## src/rtl/alu_seq_pkg.sv

```systemverilog
// rtl/alu_seq_pkg.sv - shared function codes and FSM state type for the ALU sequencer
package alu_seq_pkg;

    localparam logic [1:0] FCT_ADD = 2'b00;
    localparam logic [1:0] FCT_SUB = 2'b01;
    localparam logic [1:0] FCT_MUL = 2'b10;
    localparam logic [1:0] FCT_CMP = 2'b11;

    typedef enum logic [1:0] {
        IDLE = 2'd0,
        WAIT = 2'd1,
        DONE = 2'd2
    } seq_state_e;

endpackage

```

## src/rtl/alu_sequencer.sv

```systemverilog
// rtl/alu_sequencer.sv - one-at-a-time command/result sequencer for the shared calculator ALU
// Optional accumulator chaining is enabled by defining CALC_ACC_EN.
module alu_sequencer
    import alu_seq_pkg::*;
#(
    parameter int WIDTH       = 8,
    parameter int ALU_LATENCY = 0,
    parameter int CNT_W       = 8
) (
    input  logic                 clk_i,
    input  logic                 rst_n_i,
    input  logic                 cmd_valid_i,
    output logic                 cmd_ready_o,
    input  logic [1:0]           cmd_fct_i,
    input  logic [WIDTH-1:0]     cmd_a_i,
    input  logic [WIDTH-1:0]     cmd_b_i,
`ifdef CALC_ACC_EN
    input  logic                 cmd_acc_i,
`endif
    output logic [WIDTH-1:0]     alu_a_o,
    output logic [WIDTH-1:0]     alu_b_o,
    output logic [1:0]           alu_fct_o,
    input  logic [2*WIDTH-1:0]   alu_s_i,
    input  logic                 alu_signal_i,
    output logic                 res_valid_o,
    input  logic                 res_ready_i,
    output logic [2*WIDTH-1:0]   res_data_o,
    output logic                 res_flag_o,
    output logic                 busy_o,
    output logic [CNT_W-1:0]     ops_cnt_o
);

    localparam int LAT_W = $clog2(ALU_LATENCY + 2);

    seq_state_e          state_q;
    logic [LAT_W-1:0]    cnt_q;
    logic                cmd_ready_q;
    logic [WIDTH-1:0]    alu_a_q, alu_a_d;
    logic [WIDTH-1:0]    alu_b_q;
    logic [1:0]          alu_fct_q;
    logic                res_valid_q;
    logic [2*WIDTH-1:0]  res_data_q;
    logic                res_flag_q;
    logic [CNT_W-1:0]    ops_cnt_q;
    logic                accept;

`ifdef CALC_ACC_EN
    logic [WIDTH-1:0]    acc_q;
`endif

    assign accept = (state_q == IDLE) && cmd_ready_q && cmd_valid_i;

    // Operand A source: chained accumulator value or the command operand.
    always_comb begin
        alu_a_d = cmd_a_i;
`ifdef CALC_ACC_EN
        if (cmd_acc_i) begin
            alu_a_d = acc_q;
        end
`endif
    end

    always_ff @(posedge clk_i or negedge rst_n_i) begin
        if (!rst_n_i) begin
            state_q     <= IDLE;
            cnt_q       <= '0;
            cmd_ready_q <= 1'b0;
            alu_a_q     <= '0;
            alu_b_q     <= '0;
            alu_fct_q   <= FCT_ADD;
            res_valid_q <= 1'b0;
            res_data_q  <= '0;
            res_flag_q  <= 1'b0;
            ops_cnt_q   <= '0;
`ifdef CALC_ACC_EN
            acc_q       <= '0;
`endif
        end else begin
            case (state_q)
                IDLE: begin
                    if (accept) begin
                        alu_a_q     <= alu_a_d;
                        alu_b_q     <= cmd_b_i;
                        alu_fct_q   <= cmd_fct_i;
                        cnt_q       <= LAT_W'(ALU_LATENCY);
                        cmd_ready_q <= 1'b0;
                        state_q     <= WAIT;
                    end else begin
                        cmd_ready_q <= 1'b1;
                    end
                end
                WAIT: begin
                    // Operands were registered on the accept edge; the ALU output
                    // is settled once the latency count has drained to zero.
                    if (cnt_q == '0) begin
                        res_data_q  <= alu_s_i;
                        res_flag_q  <= alu_signal_i;
                        res_valid_q <= 1'b1;
                        state_q     <= DONE;
                    end else begin
                        cnt_q <= cnt_q - 1'b1;
                    end
                end
                DONE: begin
                    if (res_ready_i) begin
                        res_valid_q <= 1'b0;
                        ops_cnt_q   <= ops_cnt_q + 1'b1;
                        cmd_ready_q <= 1'b1;
                        state_q     <= IDLE;
`ifdef CALC_ACC_EN
                        acc_q       <= res_data_q[WIDTH-1:0];
`endif
                    end
                end
                default: begin
                    state_q     <= IDLE;
                    cmd_ready_q <= 1'b0;
                    res_valid_q <= 1'b0;
                end
            endcase
        end
    end

    assign cmd_ready_o = cmd_ready_q;
    assign alu_a_o     = alu_a_q;
    assign alu_b_o     = alu_b_q;
    assign alu_fct_o   = alu_fct_q;
    assign res_valid_o = res_valid_q;
    assign res_data_o  = res_data_q;
    assign res_flag_o  = res_flag_q;
    assign busy_o      = (state_q != IDLE);
    assign ops_cnt_o   = ops_cnt_q;

endmodule
```

## config.mk

```make
export PLATFORM = sky130hd
export DESIGN_NAME = alu_sequencer
export DESIGN_NICKNAME = d
export VERILOG_FILES = /design/src/rtl/alu_seq_pkg.sv /design/src/rtl/alu_sequencer.sv
export SDC_FILE = /design/constraint.sdc
export NUM_CORES = 1
export LEC_CHECK = 0
export ABC_CLOCK_PERIOD_IN_PS = 1400
export CAP_MARGIN = 20
export CORE_MARGIN = 2
export CORE_UTILIZATION = 37
export CTS_BUF_LIST = sky130_fd_sc_hd__clkbuf_16
export DETAILED_ROUTE_END_ITERATION = 12
export PLACE_DENSITY = 0.8
export SYNTH_ARGS = -nofsm -noshare
export SYNTH_HDL_FRONTEND = slang
export SYNTH_SLANG_ARGS = --single-unit
export TNS_END_PERCENT = 50
```

## constraint.sdc

```tcl
create_clock -name clk_i -period 1.4 [get_ports clk_i]
set_clock_uncertainty 0.1 [all_clocks]
set_input_delay 0.21 -clock clk_i [delete_from_list [all_inputs] [get_ports clk_i]]
set_output_delay 0.21 -clock clk_i [all_outputs]
set_load 0.01 [all_outputs]
```

Word-level counts from Yosys, hierarchy flattened

Index checks and enable logic that the tools add are counted.

Add/sub/neg operators: 2
Multiply operators: 0
Divide/modulo/power cells: 0
$lt $le $gt $ge: 0
Equality and inequality tests: 5
Shift operators: 0
Muxes and demuxes: 13
Bitwise operators: 3
Reductions and logical operators: 12

Operators by type and width:

| cell                | count |
|---|---|
| $reduce_and 2->1    | 5 |
| $add 8x1->8 const B | 1 |
| $mux 1              | 6 |
| $mux 2              | 3 |
| $ne 2x2->1 const B  | 3 |
| $pmux 1 s3          | 2 |
| $pmux 2 s3          | 1 |
| $reduce_and 3->1    | 2 |
| $reduce_bool 2->1   | 2 |
| $not 1->1           | 3 |
| $eq 2x1->1 const B  | 1 |
| $eq 2x2->1 const B  | 1 |
| $logic_and 1x1->1   | 2 |
| $logic_not 2->1     | 1 |
| $pmux 1 s2          | 1 |
| $sub 1x1->1 const B | 1 |

Register bits: 48
Bits in latches: 0
Memory bits (writable): 0
Memory bits (read-only): 0
Output and inout port bits: 46
Word-level logic and storage cells: 45
Memories kept: 0

Depth between registers and ports, before layout

Gate-level depths: netlist (run 1).

Depth in word-level cells: 5
Mapped depth: 4

Worst setup path before layout (run 1)

No wires, ideal clock.

Path kind: register -> register
Start point: reg state_q[1]
End point: reg alu_a_q[4] (netlist: alu_a_o[4])
Data arrival time: 1,270 ps
Path slack: -95 ps
Stages on the path, launching flop included: 5
Buffers on the path: 1
Cell sequence: dfrtp_1 -> or2_4 -> nor2_4 -> buf_6 -> mux2_2

Longest elaborated chain between the ends: 4

Ends and longest elaborated chain:

| item                                  | line                                     | text |
|---|---|---|
| from (decl)                           | alu_sequencer.sv:35                      | `seq_state_e state_q;` |
| from (signal assigned)                | alu_sequencer.sv:65                      | `state_q <= IDLE;` |
| from (signal assigned)                | alu_sequencer.sv:87                      | `state_q <= WAIT;` |
| from (signal assigned)                | alu_sequencer.sv:99                      | `state_q <= DONE;` |
| $logic_not 2->1 (*)                   | alu_sequencer.sv:51, alu_sequencer.sv:79 |  |
| $logic_and 1x1->1 (2 in series)       | alu_sequencer.sv:51                      | `assign accept = (state_q == IDLE) && cmd_ready_q && cmd_valid_i;` |
| $reduce_and 2->1 (no source line) (*) | -                                        |  |
| to (signal assigned)                  | alu_sequencer.sv:82                      | `alu_a_q <= alu_a_d;` |
| to (decl)                             | alu_sequencer.sv:38                      | `logic [WIDTH-1:0] alu_a_q, alu_a_d;` |

Mark *: on every way between the ends. The rest lies on a longest branch, timed or not.
A chain may end at the register's enable or synchronous reset.

Worst setup path in the final report (run 1)

Start point: reg state_q[0]
End point: reg alu_fct_q[0] (netlist: alu_fct_o[0])

Longest elaborated chain between the ends: 4

Ends and longest elaborated chain:

| item                                  | line                                     | text |
|---|---|---|
| $logic_not 2->1 (*)                   | alu_sequencer.sv:51, alu_sequencer.sv:79 |  |
| $logic_and 1x1->1 (2 in series)       | alu_sequencer.sv:51                      |  |
| $reduce_and 2->1 (no source line) (*) | -                                        |  |
| to (signal assigned)                  | alu_sequencer.sv:84                      | `alu_fct_q <= cmd_fct_i;` |
| to (decl)                             | alu_sequencer.sv:40                      | `logic [1:0] alu_fct_q;` |

Marked as above.

==> results of run 1 <==
metal layers:
layer  vias to the layer above  track usage, %
met3                         5            3.52
li1                        616               -
met2                        43            25.6
met1                       639            18.6
met4                         0            5.16
met5                         -               0
timing repair:
action,in CTS,in global routing
resized for setup,56,5
gates cloned,0,0
setup endpoints to repair,67,43
setup buffers,2,0
hold buffers,1,0
pin swaps,2,0
endpoints found under the hold margin,47,0
tightest hold or removal path, cell delays in order:
cell,delay [ns]
dlygate4sd3_1,0.52
buf_2,0.12
buf_12,0.24
per-stage QoR:
stage	instance area (sq um)	utilization, %	hold WS, ns	setup TNS [ns]
2_1_floorplan	1840	-	-0.186	-1.56
3_3_place_gp	2860	60.1	0.109	-5.15
3_5_place_dp	2860	60.1	0.115	-5.45
4_1_cts	3000	63.1	0.365	-1.73
5_1_grt	3020	63.6	0.373	-2.72
6_report	3020	63.6	0.338	-1.45
kinds of logic after synthesis:
group | Yosys count | synth area share, %
AO/OA/AOI/OAI | 5 | 1.84
XOR/XNOR | 7 | 3.34
adder cells (fa/ha/maj) | 1 | 0.681
buffers and inverters | 5 | 2.66
flip-flops | 47 | 64.0
multiplexers | 36 | 22.1
AND/OR/NAND/NOR | 16 | 5.38
path summary, 6_finish.rpt:
check	to	slack [ns]	start
min in group clk_i	ops_cnt_o[7]	0.36	ops_cnt_o[7]
worst min register to register	ops_cnt_o[7]	0.36	ops_cnt_o[7]
max in group asynchronous	alu_fct_o[1]	0.63	rst_n_i
worst min-delay path	ops_cnt_o[5]	0.34	rst_n_i
worst max register to register	alu_fct_o[0]	-0.1	state_q[0]
worst max-delay path	alu_fct_o[0]	-0.1	state_q[0]
area by class of cell:
class                      count  area share, %
clock buffer                   5           4.14
clock inverter                 3          0.373
inverter                       1          0.124
multi-input combinational     65           22.2
sequential                    47           38.9
tap                           67           2.77
timing repair buffer         100           31.5
registers in the layout, summed over array words and instances (netlist names):
name and count:
res_data_o 16, res_flag_o 1, cmd_ready_o 1, alu_b_o 8, alu_fct_o 2, state_q 2
ops_cnt_o 8, res_valid_o 1, alu_a_o 8
where the power goes:
part           total, mW  leakage (nW)  switching (mW)  internal, mW
combinational       2.90         0.779            1.16          1.75
sequential          2.31         0.562           0.306          2.00
clock               1.09        0.0701           0.444         0.642
total               6.30          1.41            1.91          4.39
cells in the final DEF (no fill, tap or decap), drive strengths merged, types with 2 or more instances in the layout:
master         netlist  routed
dfrtp               47      47
nor3                 2       2
o21ai                2       2
mux2                36      36
clkbuf               0       5
xor2                 4       4
nand3                3       3
buf                  4      16
nand2                2       2
inv                  1       2
xnor2                3       3
dlygate4sd2          0      45
nor2                 2       2
clkdlybuf4s50        0      37
clkinv               0       2
nand2b               2       2
==> reports/summary.txt, run 1 <==
Status -> complete, but fails checks
Failing checks -> setup timing
Hold Crit Class -> in2async
Pre-CTS setup slack -> -0.272 ns
Synthesized area -> 1840 sq um
Critical Path Sink Type -> flip-flop
RSZ-0062 raised after global routing -> true
Min Clock Period, post-route -> 1.50 ns
Mapped Cells -> 117
Top layer in use -> met4
GRT Util Overall -> 15.0%
Via Count -> 1303
Worst VDD drop -> 1.09 mV
Final setup violating endpoints -> 19
WL met1 -> 1630 um
DP Cell Count -> 277
First-pass DRT Iterations -> 4
Req. time, crit path -> 1.46 ns
Post-synth top cells -> 47 x dfrtp_1, 36 x mux2_2, 4 x buf_6, 4 x xor2_1
Total CTS buffers -> 5
Relative slew margins -> 80.6%
Ys async rst share -> 100%
Port-buffer cells -> 84
Crit path largest cell delay -> 0.38 ns
Worst Setup Slack, final -> -0.0952 ns
# DRC -> 0
YS warnings -> 0
Drt first-iter violations -> 40
Layout cells sized above 1 -> 28.1%
H-Tree Level Count -> 2
Nets -> 260
Syn nets -> 157
Grt ovf -> 0
Clk sinks -> 47
Starting Density -> 38.6%
Met2 WL post-DR -> 2010 um
Met3 wire len -> 227 um
Final hold vios -> 0
Worst-path fanout max -> 10
Most frequent cell after synthesis -> dfrtp_1
Synth area leader -> dfrtp_1
Top_reg_cell synth -> dfrtp_1
Max-slew violations -> 0
Arr. time, crit path -> 1.56 ns
CTS Buffer Depth -> 2
Die area -> 5540 sq um
Initial antenna violation count -> 0
Setup crit start kind -> flip-flop
Antenna-violating nets left -> 0
Pwr Total -> 6.30 mW
EDFF count, synth -> 0
Largest net degree at the start of global routing -> 48
Fillers -> 402
First-pass GRT wire length -> 6300 um
Sequential area share after synthesis -> 64.0%
Ranking of synthesized cells by area -> dfrtp_1 64%, mux2_2 22%, buf_6 2.5%, xor2_1 1.9%, xnor2_1 1.4%
Worst-Margin Slew -> 0.291 ns
Pwr/cell area -> 2080 nW/um^2
Reg area -> 1180 sq um
Vias in the first global route -> 1298
Cells on worst reg2reg path -> 4
Critical path's top delay family -> simple AND/OR/NAND/NOR gates
DP HPWL -> 2840 um
Worst-path clk slew -> 0.06 ns
Final wirelength -> 3920 um
Core ar. -> 4750 sq um
FP Rows -> 25
Instance count on the critical path -> 4
Routability cong. -> 0.708
Fmax -> 669 MHz
Crit path buf inv count -> 1
Area occupied by multi-input gates -> 671 sq um
Wirelength per Cell -> 13.6 um
Clock Tree Root -> clkbuf_16
Crit-path cells -> or2_4 > nor2_4 > buf_12 > mux2_2
Vias per cell -> 4.52
CTS tree -> done
Max Cap Violations -> 0
Seq cells post-synth -> 47
Fin cells -> 288
Top cell type's share of synthesized area -> 64.0%
Antenna fix cells -> 0
Syn Area/Cell -> 15.7 sq um
Period utilization -> 107%
Synth cell types -> 22
Chip width -> 74.5 um
DIE HEIGHT -> 74.5 um
Syn-to-layout area delta -> 64.6%
IO Pins -> 85
Leak pwr -> 1.41 nW
Clock Latency Late Sink -> 0.27 ns
Critical path's slowest cell -> dfrtp_1
Crit Path Class -> reg2reg
Note: power is estimated with default switching activity, not from simulation.
==> run 2: changes to the inputs <==
==> config.mk (replaced) <==
export PLATFORM = sky130hd
export DESIGN_NAME = alu_sequencer
export DESIGN_NICKNAME = d
export VERILOG_FILES = /design/src/rtl/alu_seq_pkg.sv /design/src/rtl/alu_sequencer.sv
export SDC_FILE = /design/constraint.sdc
export NUM_CORES = 1
export LEC_CHECK = 0
export ABC_CLOCK_PERIOD_IN_PS = 1700
export CAP_MARGIN = 20
export CORE_MARGIN = 2
export CORE_UTILIZATION = 41
export DETAILED_ROUTE_END_ITERATION = 12
export PLACE_DENSITY = 0.84
export SYNTH_ARGS = -nofsm -noshare
export SYNTH_HDL_FRONTEND = slang
export SYNTH_SLANG_ARGS = --single-unit
export TNS_END_PERCENT = 50
==> constraint.sdc (replaced) <==
create_clock -name clk_i -period 1.7 [get_ports clk_i]
set_clock_uncertainty 0.1 [all_clocks]
set_input_delay 0.255 -clock clk_i [delete_from_list [all_inputs] [get_ports clk_i]]
set_output_delay 0.255 -clock clk_i [all_outputs]
set_load 0.01 [all_outputs]
==> run 2 against run 1 <==
The flow now finishes without violations. Sequential power fell by 15%. Largest cell class unchanged. Combinational power fell by 17%. Global-route usage rose by 0.79 points. Cell count fell by 8.3%. Sequential share of layout area rose by 1.9 points.
==> reports/summary.txt, run 2 (same netlist as run 1, synthesis figures left out) <==
Req. time, crit path -> 1.34 ns (was 1.46 ns)
Chip width -> 70.9 um (was 74.5 um)
Max-slew violations -> 0 (unchanged)
Max FFs per register -> 16 (unchanged)
Crit path buf inv count -> 1 (unchanged)
Crit-path cells -> clkdlybuf4s50_1 (was or2_4 > nor2_4 > buf_12 > mux2_2)
Final instance area -> 2890 sq um (was 3020 sq um)
Most frequent cells in the layout -> 82 x clkdlybuf4s50_1, 45 x dfrtp_1, 36 x mux2_2 (was 47 x dfrtp_1, 45 x dlygate4sd2_1, 37 x clkdlybuf4s50_1)
Wirelength per Cell -> 14.0 um (was 13.6 um)
Clk sinks -> 47 (unchanged)
CTS Buffer Depth -> 2 (unchanged)
Clock Latency Late Sink -> 0.29 ns (was 0.27 ns)
Die area -> 5030 sq um (was 5540 sq um)
Vias in the first global route -> 1298 (unchanged)
Leak pwr -> 1.22 nW (was 1.41 nW)
Critical Path Sink Type -> primary output (was flip-flop)
Syn-to-layout area delta -> 57.2% (was 64.6%)
Clock Tree Root -> clkbuf_8 (was clkbuf_16)
DP Cell Count -> 255 (was 277)
Max Cap Violations -> 0 (unchanged)
Setup crit start -> ops_cnt_o[4] (was state_q[0])
Vias per cell -> 4.81 (was 4.52)
DIE HEIGHT -> 70.9 um (was 74.5 um)
Initial antenna violation count -> 0 (unchanged)
Antenna-violating nets left -> 0 (unchanged)
Routability cong. -> 0.720 (was 0.708)
Pre-CTS setup slack -> 0.0282 ns (was -0.272 ns)
Worst VDD drop -> 0.933 mV (was 1.09 mV)
First-pass GRT wire length -> 6130 um (was 6300 um)
Largest net degree at the start of global routing -> 30 (was 48)
# DRC -> 0 (unchanged)
Reg-to-Reg Start -> state_q[1] (was state_q[0])
M3 GR Usage -> 8.26% (was 3.52%)
RSZ-0062 raised after global routing -> false (was true)
Worst Setup Slack, final -> 0.0757 ns (was -0.0952 ns)
Top Usage Layer GRT -> met2 (unchanged)
Min Clock Period, post-route -> 1.62 ns
GRT Util Overall -> 15.7% (was 15.0%)
Nets -> 251 (was 260)
IO Pins -> 85 (unchanged)
Commonest non-fill, non-tap cell in the layout -> clkdlybuf4s50_1 (was dfrtp_1)
Grt ovf -> 0 (unchanged)
Crit Path Class -> reg2out (was reg2reg)
H-Tree Level Count -> 2 (unchanged)
Via Count -> 1271 (was 1303)
Arr. time, crit path -> 1.27 ns (was 1.56 ns)
Crit path largest cell delay -> 0.56 ns (was 0.38 ns)
Worst-Margin Slew -> 0.451 ns (was 0.291 ns)
Pwr/cell area -> 1760 nW/um^2 (was 2080 nW/um^2)
Layout cells sized above 1 -> 25.5% (was 28.1%)
Hold Crit Class -> in2async (unchanged)
Worst-path fanout max -> 5 (was 10)
Core ar. -> 4320 sq um (was 4750 sq um)
Setup crit start kind -> flip-flop (unchanged)
FP Rows -> 24 (was 25)
M1 GR Usage -> 19.7% (was 18.6%)
Final hold vios -> 0 (unchanged)
Setup TNS -> 0 ns (was -1.45 ns)
Critical path's top delay family -> buffers and inverters (was simple AND/OR/NAND/NOR gates)
Register-to-register setup slack -> 0.17 ns (was -0.1 ns)
Final setup violating endpoints -> 0 (was 19)
Met2 GRT Util -> 23.8% (was 25.6%)
Antenna fix cells -> 0 (unchanged)
Critical path's slowest cell -> clkdlybuf4s50_1 (was dfrtp_1)
Fin cells -> 264 (was 288)
First-pass DRT Iterations -> 4 (unchanged)
Worst-path clk slew -> 0.08 ns (was 0.06 ns)
Drt first-iter violations -> 36 (was 40)
DP HPWL -> 2780 um (was 2840 um)
Period utilization -> 95.5%
Status -> finished, final reports clean (was complete, but fails checks)
CTS tree -> done (unchanged)
Starting Density -> 42.5% (was 38.6%)
Relative slew margins -> 69.9% (was 80.6%)
Port-buffer cells -> 84 (unchanged)
Placed Area -> 2780 sq um (was 2860 sq um)
Fmax -> 616 MHz
Total CTS buffers -> 5 (unchanged)
Pwr Total -> 5.09 mW (was 6.30 mW)
Final wirelength -> 3690 um (was 3920 um)
-- run 2: changes by cell type in the layout (fill, tap and decap cells not counted), moves of 5 or more --
| cell | change |
|---|---|
| clkbuf_16 | -5 |
| clkbuf_8 | +7 |
| clkdlybuf4s50_1 | +45 |
| dlygate4sd2_1 | -44 |
| mux2_4 | -11 |
| buf_4 | -8 |
| mux2_2 | +11 |
-- run 2: power breakdown --
| part | switching [mW] | internal (mW) |
|---|---|---|
| Combinational | 0.853 | 1.57 |
| Sequential | 0.310 | 1.65 |
| Clock | 0.337 | 0.371 |
| Total | 1.50 | 3.59 |
-- run 2: path summary, 6_finish.rpt --
kind | to | depth (start not counted)
max in group asynchronous | ops_cnt_o[3] | 3
worst max-delay path | ops_cnt_o[4] | 1
min in group clk_i | ops_cnt_o[7] | 1
worst min register to register | ops_cnt_o[7] | 1
worst min-delay path | res_data_o[11] | 2
worst max register to register | alu_b_o[1] | 4
-- run 2: layout make-up --
| cell class | count | area (sq um) |
|---|---|---|
| fillers | 344 | 1440 |
| flip-flops and latches | 47 | 1180 |
| repair buffers | 91 | 927 |
| multi-input cells | 65 | 612 |
| clock buffers | 8 | 100 |
| well taps | 52 | 65.1 |
| inverters | 1 | 3.75 |
-- run 2: repair_timing --
item                       CTS  global route
hold buffers                 1             0
pin swaps                    0             0
setup endpoints to repair    1             2
gates resized for setup      1             2
setup buffers                0             0
hold endpoints to repair    18             0
-- run 2: routing by layer --
metal  share of wire, %  wire length [um]  vias to the layer above
met5                  0                 0                        -
met4               0.95                35                        0
met3                 11               414                        4
met2                 46              1710                       64
met1                 41              1530                      609
li1                   -                 -                      594
-- run 2: stage by stage --
step / hold slack (ns) / utilization, %
2_1_floorplan: -0.141 / -
3_3_place_gp: 0.134 / 64.2
5_1_grt: 0.381 / 66.8
4_1_cts: 0.355 / 66.7
3_5_place_dp: 0.133 / 64.2
6_report: 0.342 / 66.8
